<file path="config.mk">
export PLATFORM = sky130hd
export DESIGN_NAME = lstm_seq_ctrl
export DESIGN_NICKNAME = d
export VERILOG_FILES = /design/src/rtl/lstm_seq_ctrl.sv
export SDC_FILE = /design/constraint.sdc
export NUM_CORES = 2
export LEC_CHECK = 0
export ABC_CLOCK_PERIOD_IN_PS = 11400
export CAP_MARGIN = 30
export CORE_UTILIZATION = 40
export DETAILED_ROUTE_END_ITERATION = 10
export GPL_TIMING_DRIVEN = 0
export PLACE_DENSITY_LB_ADDON = 0.3
export SYNTH_ARGS = -nofsm -noshare
export SYNTH_HDL_FRONTEND = slang
export SYNTH_SLANG_ARGS = --single-unit
</file>
<file path="constraint.sdc">
create_clock -name clk -period 11.4 [get_ports clk]
set_input_delay 1.71 -clock clk [delete_from_list [all_inputs] [get_ports clk]]
set_output_delay 1.71 -clock clk [all_outputs]
set_load 0.01 [all_outputs]
</file>
<file path="src/rtl/lstm_seq_ctrl.sv">
// LSTM inference sequencer: time-multiplexes one lstm_cell over TIMESTEPS samples, then reduces h through the FC layer.
// Optional build macro LSTM_STATE_PERSIST_EN keeps h/c across inferences (cleared only by rst_n).
module lstm_seq_ctrl #(
  parameter int DATA_WIDTH   = 32,
  parameter int UNITS        = 4,
  parameter int TIMESTEPS    = 2,
  parameter int CELL_LATENCY = 1
) (
  input  logic                          clk,
  input  logic                          rst_n,
  input  logic                          start,
  input  logic                          x_valid,
  input  logic [DATA_WIDTH-1:0]         x_data,
  output logic                          x_ready,
  output logic [DATA_WIDTH-1:0]         cell_xt,
  output logic [UNITS*DATA_WIDTH-1:0]   cell_ht_prev,
  output logic [UNITS*DATA_WIDTH-1:0]   cell_ct_prev,
  input  logic [UNITS*DATA_WIDTH-1:0]   cell_ht,
  input  logic [UNITS*DATA_WIDTH-1:0]   cell_ct,
  input  logic [UNITS*DATA_WIDTH-1:0]   w_fc,
  input  logic [DATA_WIDTH-1:0]         b_fc,
  output logic                          busy,
  output logic [DATA_WIDTH-1:0]         pred,
  output logic                          pred_valid
);

  // state     | meaning
  // S_IDLE    | waiting for start
  // S_LOAD_X  | x_ready high, waiting for a sample
  // S_CELL_WAIT | lstm_cell settling, CELL_LATENCY cycles
  // S_CAPTURE | latch cell h/c, advance step
  // S_FC      | one FC unit per cycle into the accumulator
  // S_DONE    | add bias, saturate, publish pred

  localparam int DW     = DATA_WIDTH;
  localparam int ACC_W  = DW + $clog2(UNITS) + 1;
  localparam int STEP_W = (TIMESTEPS > 1) ? $clog2(TIMESTEPS) : 1;
  localparam int UNIT_W = (UNITS > 1) ? $clog2(UNITS) : 1;
  localparam int WAIT_W = (CELL_LATENCY > 1) ? $clog2(CELL_LATENCY) : 1;
  localparam logic [ACC_W-1:0] MAG_MAX = ACC_W'((64'd1 << (DW - 1)) - 64'd1);

  typedef enum logic [2:0] {
    S_IDLE, S_LOAD_X, S_CELL_WAIT, S_CAPTURE, S_FC, S_DONE
  } state_t;

  state_t state, state_nxt;

  logic [STEP_W-1:0]      step;
  logic [UNIT_W-1:0]      unit;
  logic [WAIT_W-1:0]      wait_cnt;
  logic [UNITS*DW-1:0]    h_reg, c_reg;
  logic [ACC_W-1:0]       acc;

  logic                   last_step, last_unit, wait_done;
  logic [DW-1:0]          h_sel, w_sel;
  logic [2*DW-1:0]        prod;
  logic [ACC_W-1:0]       term_mag, term, bias_mag, bias, sum, sum_mag;
  logic [DW-2:0]          clamped;
  logic [DW-1:0]          pred_nxt;

  assign last_step = (step == STEP_W'(TIMESTEPS - 1));
  assign last_unit = (unit == UNIT_W'(UNITS - 1));
  assign wait_done = (wait_cnt == '0);

  always_ff @(posedge clk) begin
    if (!rst_n) state <= S_IDLE;
    else        state <= state_nxt;
  end

  always_comb begin
    state_nxt = state;
    case (state)
      S_IDLE:      if (start) state_nxt = S_LOAD_X;
      S_LOAD_X:    if (x_valid) state_nxt = S_CELL_WAIT;
      S_CELL_WAIT: if (wait_done) state_nxt = S_CAPTURE;
      S_CAPTURE:   state_nxt = last_step ? S_FC : S_LOAD_X;
      S_FC:        if (last_unit) state_nxt = S_DONE;
      S_DONE:      state_nxt = S_IDLE;
      default:     state_nxt = S_IDLE;
    endcase
  end

  always_comb begin
    x_ready = (state == S_LOAD_X);
    busy    = (state != S_IDLE);
  end

  // sign-magnitude product, magnitude keeps bits [2W-1:W+1] of the full product
  always_comb begin
    h_sel    = h_reg[int'(unit)*DW +: DW];
    w_sel    = w_fc[int'(unit)*DW +: DW];
    prod     = {{(DW+1){1'b0}}, h_sel[DW-2:0]} * {{(DW+1){1'b0}}, w_sel[DW-2:0]};
    term_mag = ACC_W'(prod >> (DW + 1));
    term     = (h_sel[DW-1] ^ w_sel[DW-1]) ? -term_mag : term_mag;
    bias_mag = ACC_W'(b_fc[DW-2:0]);
    bias     = b_fc[DW-1] ? -bias_mag : bias_mag;
    sum      = acc + bias;
    sum_mag  = sum[ACC_W-1] ? -sum : sum;
    clamped  = (sum_mag > MAG_MAX) ? MAG_MAX[DW-2:0] : sum_mag[DW-2:0];
    pred_nxt = (clamped == '0) ? '0 : {sum[ACC_W-1], clamped};
  end

  always_ff @(posedge clk) begin
    if (!rst_n) begin
      step       <= '0;
      unit       <= '0;
      wait_cnt   <= '0;
      h_reg      <= '0;
      c_reg      <= '0;
      acc        <= '0;
      cell_xt    <= '0;
      pred       <= '0;
      pred_valid <= 1'b0;
    end else begin
      pred_valid <= 1'b0;
      case (state)
        S_IDLE: begin
          if (start) begin
            step <= '0;
`ifdef LSTM_STATE_PERSIST_EN
            // stateful mode: h/c carry the previous inference's final state
`else
            h_reg <= '0;
            c_reg <= '0;
`endif
          end
        end
        S_LOAD_X: begin
          if (x_valid) begin
            cell_xt  <= x_data;
            wait_cnt <= WAIT_W'(CELL_LATENCY - 1);
          end
        end
        S_CELL_WAIT: begin
          if (!wait_done) wait_cnt <= wait_cnt - WAIT_W'(1);
        end
        S_CAPTURE: begin
          h_reg <= cell_ht;
          c_reg <= cell_ct;
          step  <= step + STEP_W'(1);
          if (last_step) begin
            unit <= '0;
            acc  <= '0;
          end
        end
        S_FC: begin
          acc <= acc + term;
          if (!last_unit) unit <= unit + UNIT_W'(1);
        end
        S_DONE: begin
          pred       <= pred_nxt;
          pred_valid <= 1'b1;
        end
        default: ;
      endcase
    end
  end

  assign cell_ht_prev = h_reg;
  assign cell_ct_prev = c_reg;

endmodule
</file>
==> results.md <==
* Status: finished with violations
* Failing checks: negative setup slack
* Worst skew pair latency at 0.65 ns
* Worst setup path category: reg -> reg
* Fin crit share at 108%
* Maximum clock path buffer count at 3
* Layout overhead on the synthesized area at 37.0%
* Yosys reg bits at between 300 and 400
* Initial antenna violation count at 15
* Slowest CP cell: fa_1
* Final instance area at 70400 µm²
* First-pass GRT wire length at 353 mm
* Synth async-reset ratio at 0%
* Reg-to-reg startpoint: unit[0]
* Initial DRC count at 4796
* Die width at about 360 µm
* Root Buffer: clkbuf_16
* Synth warn at 0
* Largest net degree at the start of global routing at 14
* Post-synthesis compound-gate area fraction at a little over an eighth
* Final max-slew violation count at 0
* Final Instance Count excl. Fillers at 8802
* Fmax at 80.9 MHz
* Post-synth cell types at 99
* CP max stage delay at 0.61 ns
* Die footprint at 130000 µm²
* Simple-Gate Fraction of Synth Area at 17.2%
* Peak VDD IR at around 110 µV
* Clk slew on worst S/H paths at roughly 0.060 ns
* Critical Path RT at around 12 ns
* Main combinational cell family by area after synthesis: adder cells
* MaxCap Viol Count at 0
* Placed Instances at 8421
* Worst hold start: cell_xt[6]
* R2R Path End: acc[34]
* Number of clock sinks at ~360
* Vias in the first global route at 50900
* Most used DFF post-synth: dfxtp_1
* Vias per inst at slightly below 6
* Detailed Place HPWL at roughly 200 mm
* Net Count, Synth at 7556
* Reg2reg setup slack at -0.96 ns
* Tmin final at 12.36 ns
* Crit Path Max Fanout at 6
* Wire per inst at roughly 28 µm
* RSZ-0062 raised after global routing: yes
* Number of cells produced by synthesis at about 5900
* DR vias at 50900
* GRT Overall Usage at 37.6%
* Sequential area share after synthesis at 14.1%
* Row cnt at 131
* Crit-path most repeated cell: fa_1
* Worst-margin pin slew at 1.12 ns
* WL final at 249 mm
* Synth Cell Area at 51400 µm²
* WHS Path Cells at 2
* Synth Area in Adders at 40.5%
* Ports at between 700 and 800
* Initial Util at between 40% and 50%
* Syn avg cell area at around 8.7 µm²
* Reg2Reg Depth at 46
* LEAKAGE at 30.6 nW
* Core area at 128000 µm²
* Synth area leader: fa_1
* Worst EP arrival at 12.84 ns
* Critical path endpoint category: flip-flop
* CTS buffer count at 44
* Mux contribution to synthesized area at 3.04%
* Endpoints failing setup at 18
* Dpl cell area at between 60000 and 70000 µm²
* Routed Antenna Nets at 0
* RePlAce Congestion at 1.06
* DRC at 0
* Hold Worst Slack at 0.465 ns
* Total gr overflow at 0
* Final WS setup at -0.959 ns
* Power density over the cells at 65.8 nW/µm²
* Hold WC Path Type: reg -> reg
* Post-synth EDFFs at 0
* Rel. slew slack at between 20% and 30%
* Nets at 8719
* DR pass1 iterations at 6
* H-Tree Depth at 2
* Startpoint class of the critical path: flip-flop
* Share of layout cells above drive strength 1 at ~17%
* Worst Hold Path EP: cell_xt[6]
* Port buffer count at 774
* Synth Area in XOR/XNOR at 2.73%
* Setup Skew at ~0.056 ns
* Post-synth top area share at 32.6%
* Final hold violations at 0
* Die H at 361 µm
* CTS tree: done
* Top cells by area, synth: fa_1, dfxtp_1, ha_1, inv_1, nand2_1
[flip-flops by register name, indices dropped and copies added, names as in the netlist]
register,flops
unit,2
cell_ct_prev,128
state,3
acc,35
cell_ht_prev,128
cell_xt,32
pred_valid,1
pred,32
last_step,1
[cell usage after synthesis, drive strengths merged (43+ instances only)]
cell type / number
xor2: 45
mux2: 50
and2: 51
o21ai: 176
mux2i: 57
xnor2: 115
a22oi: 277
dfxtp: 362
nor2: 516
ha: 325
inv: 826
clkbuf: 305
a21oi: 177
nor3: 43
a21boi: 43
a31oi: 53
o21a: 68
fa: 838
nand2: 791
nand3: 56
a21o: 45
nor2b: 289
[cells in the final DEF, fill, tap and decap left out, drive strengths merged, types with 51 or more instances in the layout]
master,instances
nand2,791
buf,451
xnor2,115
clkdlybuf4s50,668
mux2i,57
a31oi,53
o21ai,176
nand3,56
a22oi,277
and2,51
dlygate4sd2,57
dfxtp,362
clkbuf,322
ha,325
o21a,69
nor2,516
fa,838
inv,822
a21oi,177
nor2b,289
[power by group]
group	switching, W	internal [W]
combinational	0.00100	0.000767
clock	0.000633	0.000928
sequential	0.0000180	0.00128
total	0.00166	0.00298
[area by class of cell]
type,count,area (µm²)
flip-flops and latches,362,7250
repair buffers,1142,11100
plain buffers,319,2910
clock buffers,58,1200
diodes,8,20.0
fillers,11600,57100
inverters,826,3140
well taps,1662,2080
multi-input cells,4409,42400
clock inverters,16,334
[logic make-up (layout without fill, tap and decap cells)]
logic type	after synthesis	count (layout)
other	0	8
muxes	126	126
and+or+nand+nor	1926	1926
DFF	362	362
adders and majority gates	1163	1163
xor gates and xnor gates	160	160
AOI/OAI and AO/OA	1033	1034
buffers and inverters	1171	2361
[worst max-delay path by stage]
stage	start	end	slack (ns)
final	unit[0]	acc[34]	-0.96
after global routing	w_fc[116]	acc[34]	-1.17
after CTS	unit[0]	acc[34]	-0.68
after detailed placement	unit[0]	acc[34]	-4.27
after global placement	unit[0]	acc[34]	-5.21
after floorplan	w_fc[104]	acc[34]	-0.23
[worst max-delay path, delay by kind of cell, from the launching register on]
| kind | cells | cell delay, ns |
|---|---|---|
| adder cells (fa/ha/maj) | 10 | 4.86 |
| AO/OA/AOI/OAI | 16 | 2.89 |
| AND/OR/NAND/NOR | 7 | 1.87 |
| buffers and inverters | 10 | 1.23 |
| flip-flops | 1 | 0.48 |
| multiplexers | 1 | 0.41 |
| XOR/XNOR | 2 | 0.38 |
[repair_timing]
action,in CTS,in global routing
resized for setup,1114,185
pin swaps,266,141
gates cloned,3,1
endpoints found under the setup margin,35,25
buffers inserted,255,66
hold buffers,0,0
[metal layers]
metal  global-route usage, %  up-vias  part of all wire, %
li1                        -    21600                    -
met1                    46.9    25500                   37
met2                    57.8     3117                   44
met3                    11.3      765                   12
met4                    21.0        4                  7.0
met5                       0        -                0.012
[per-stage QoR]
stage	total power (W)	worst slack (ns)	utilization [%]	TNS, ns
after CTS	0.00452	-0.676	54.2	-3.72
after detailed placement	0.00276	-4.27	48.7	-95.25
after global placement	0.00274	-5.21	48.2	-131.74
after floorplan	0.00214	-0.229	-	-0.483
final	0.00463	-0.959	55.2	-7.93
after global routing	0.00478	-1.17	55.2	-12.49
No activity file was read; power rests on OpenSTA's default activity.
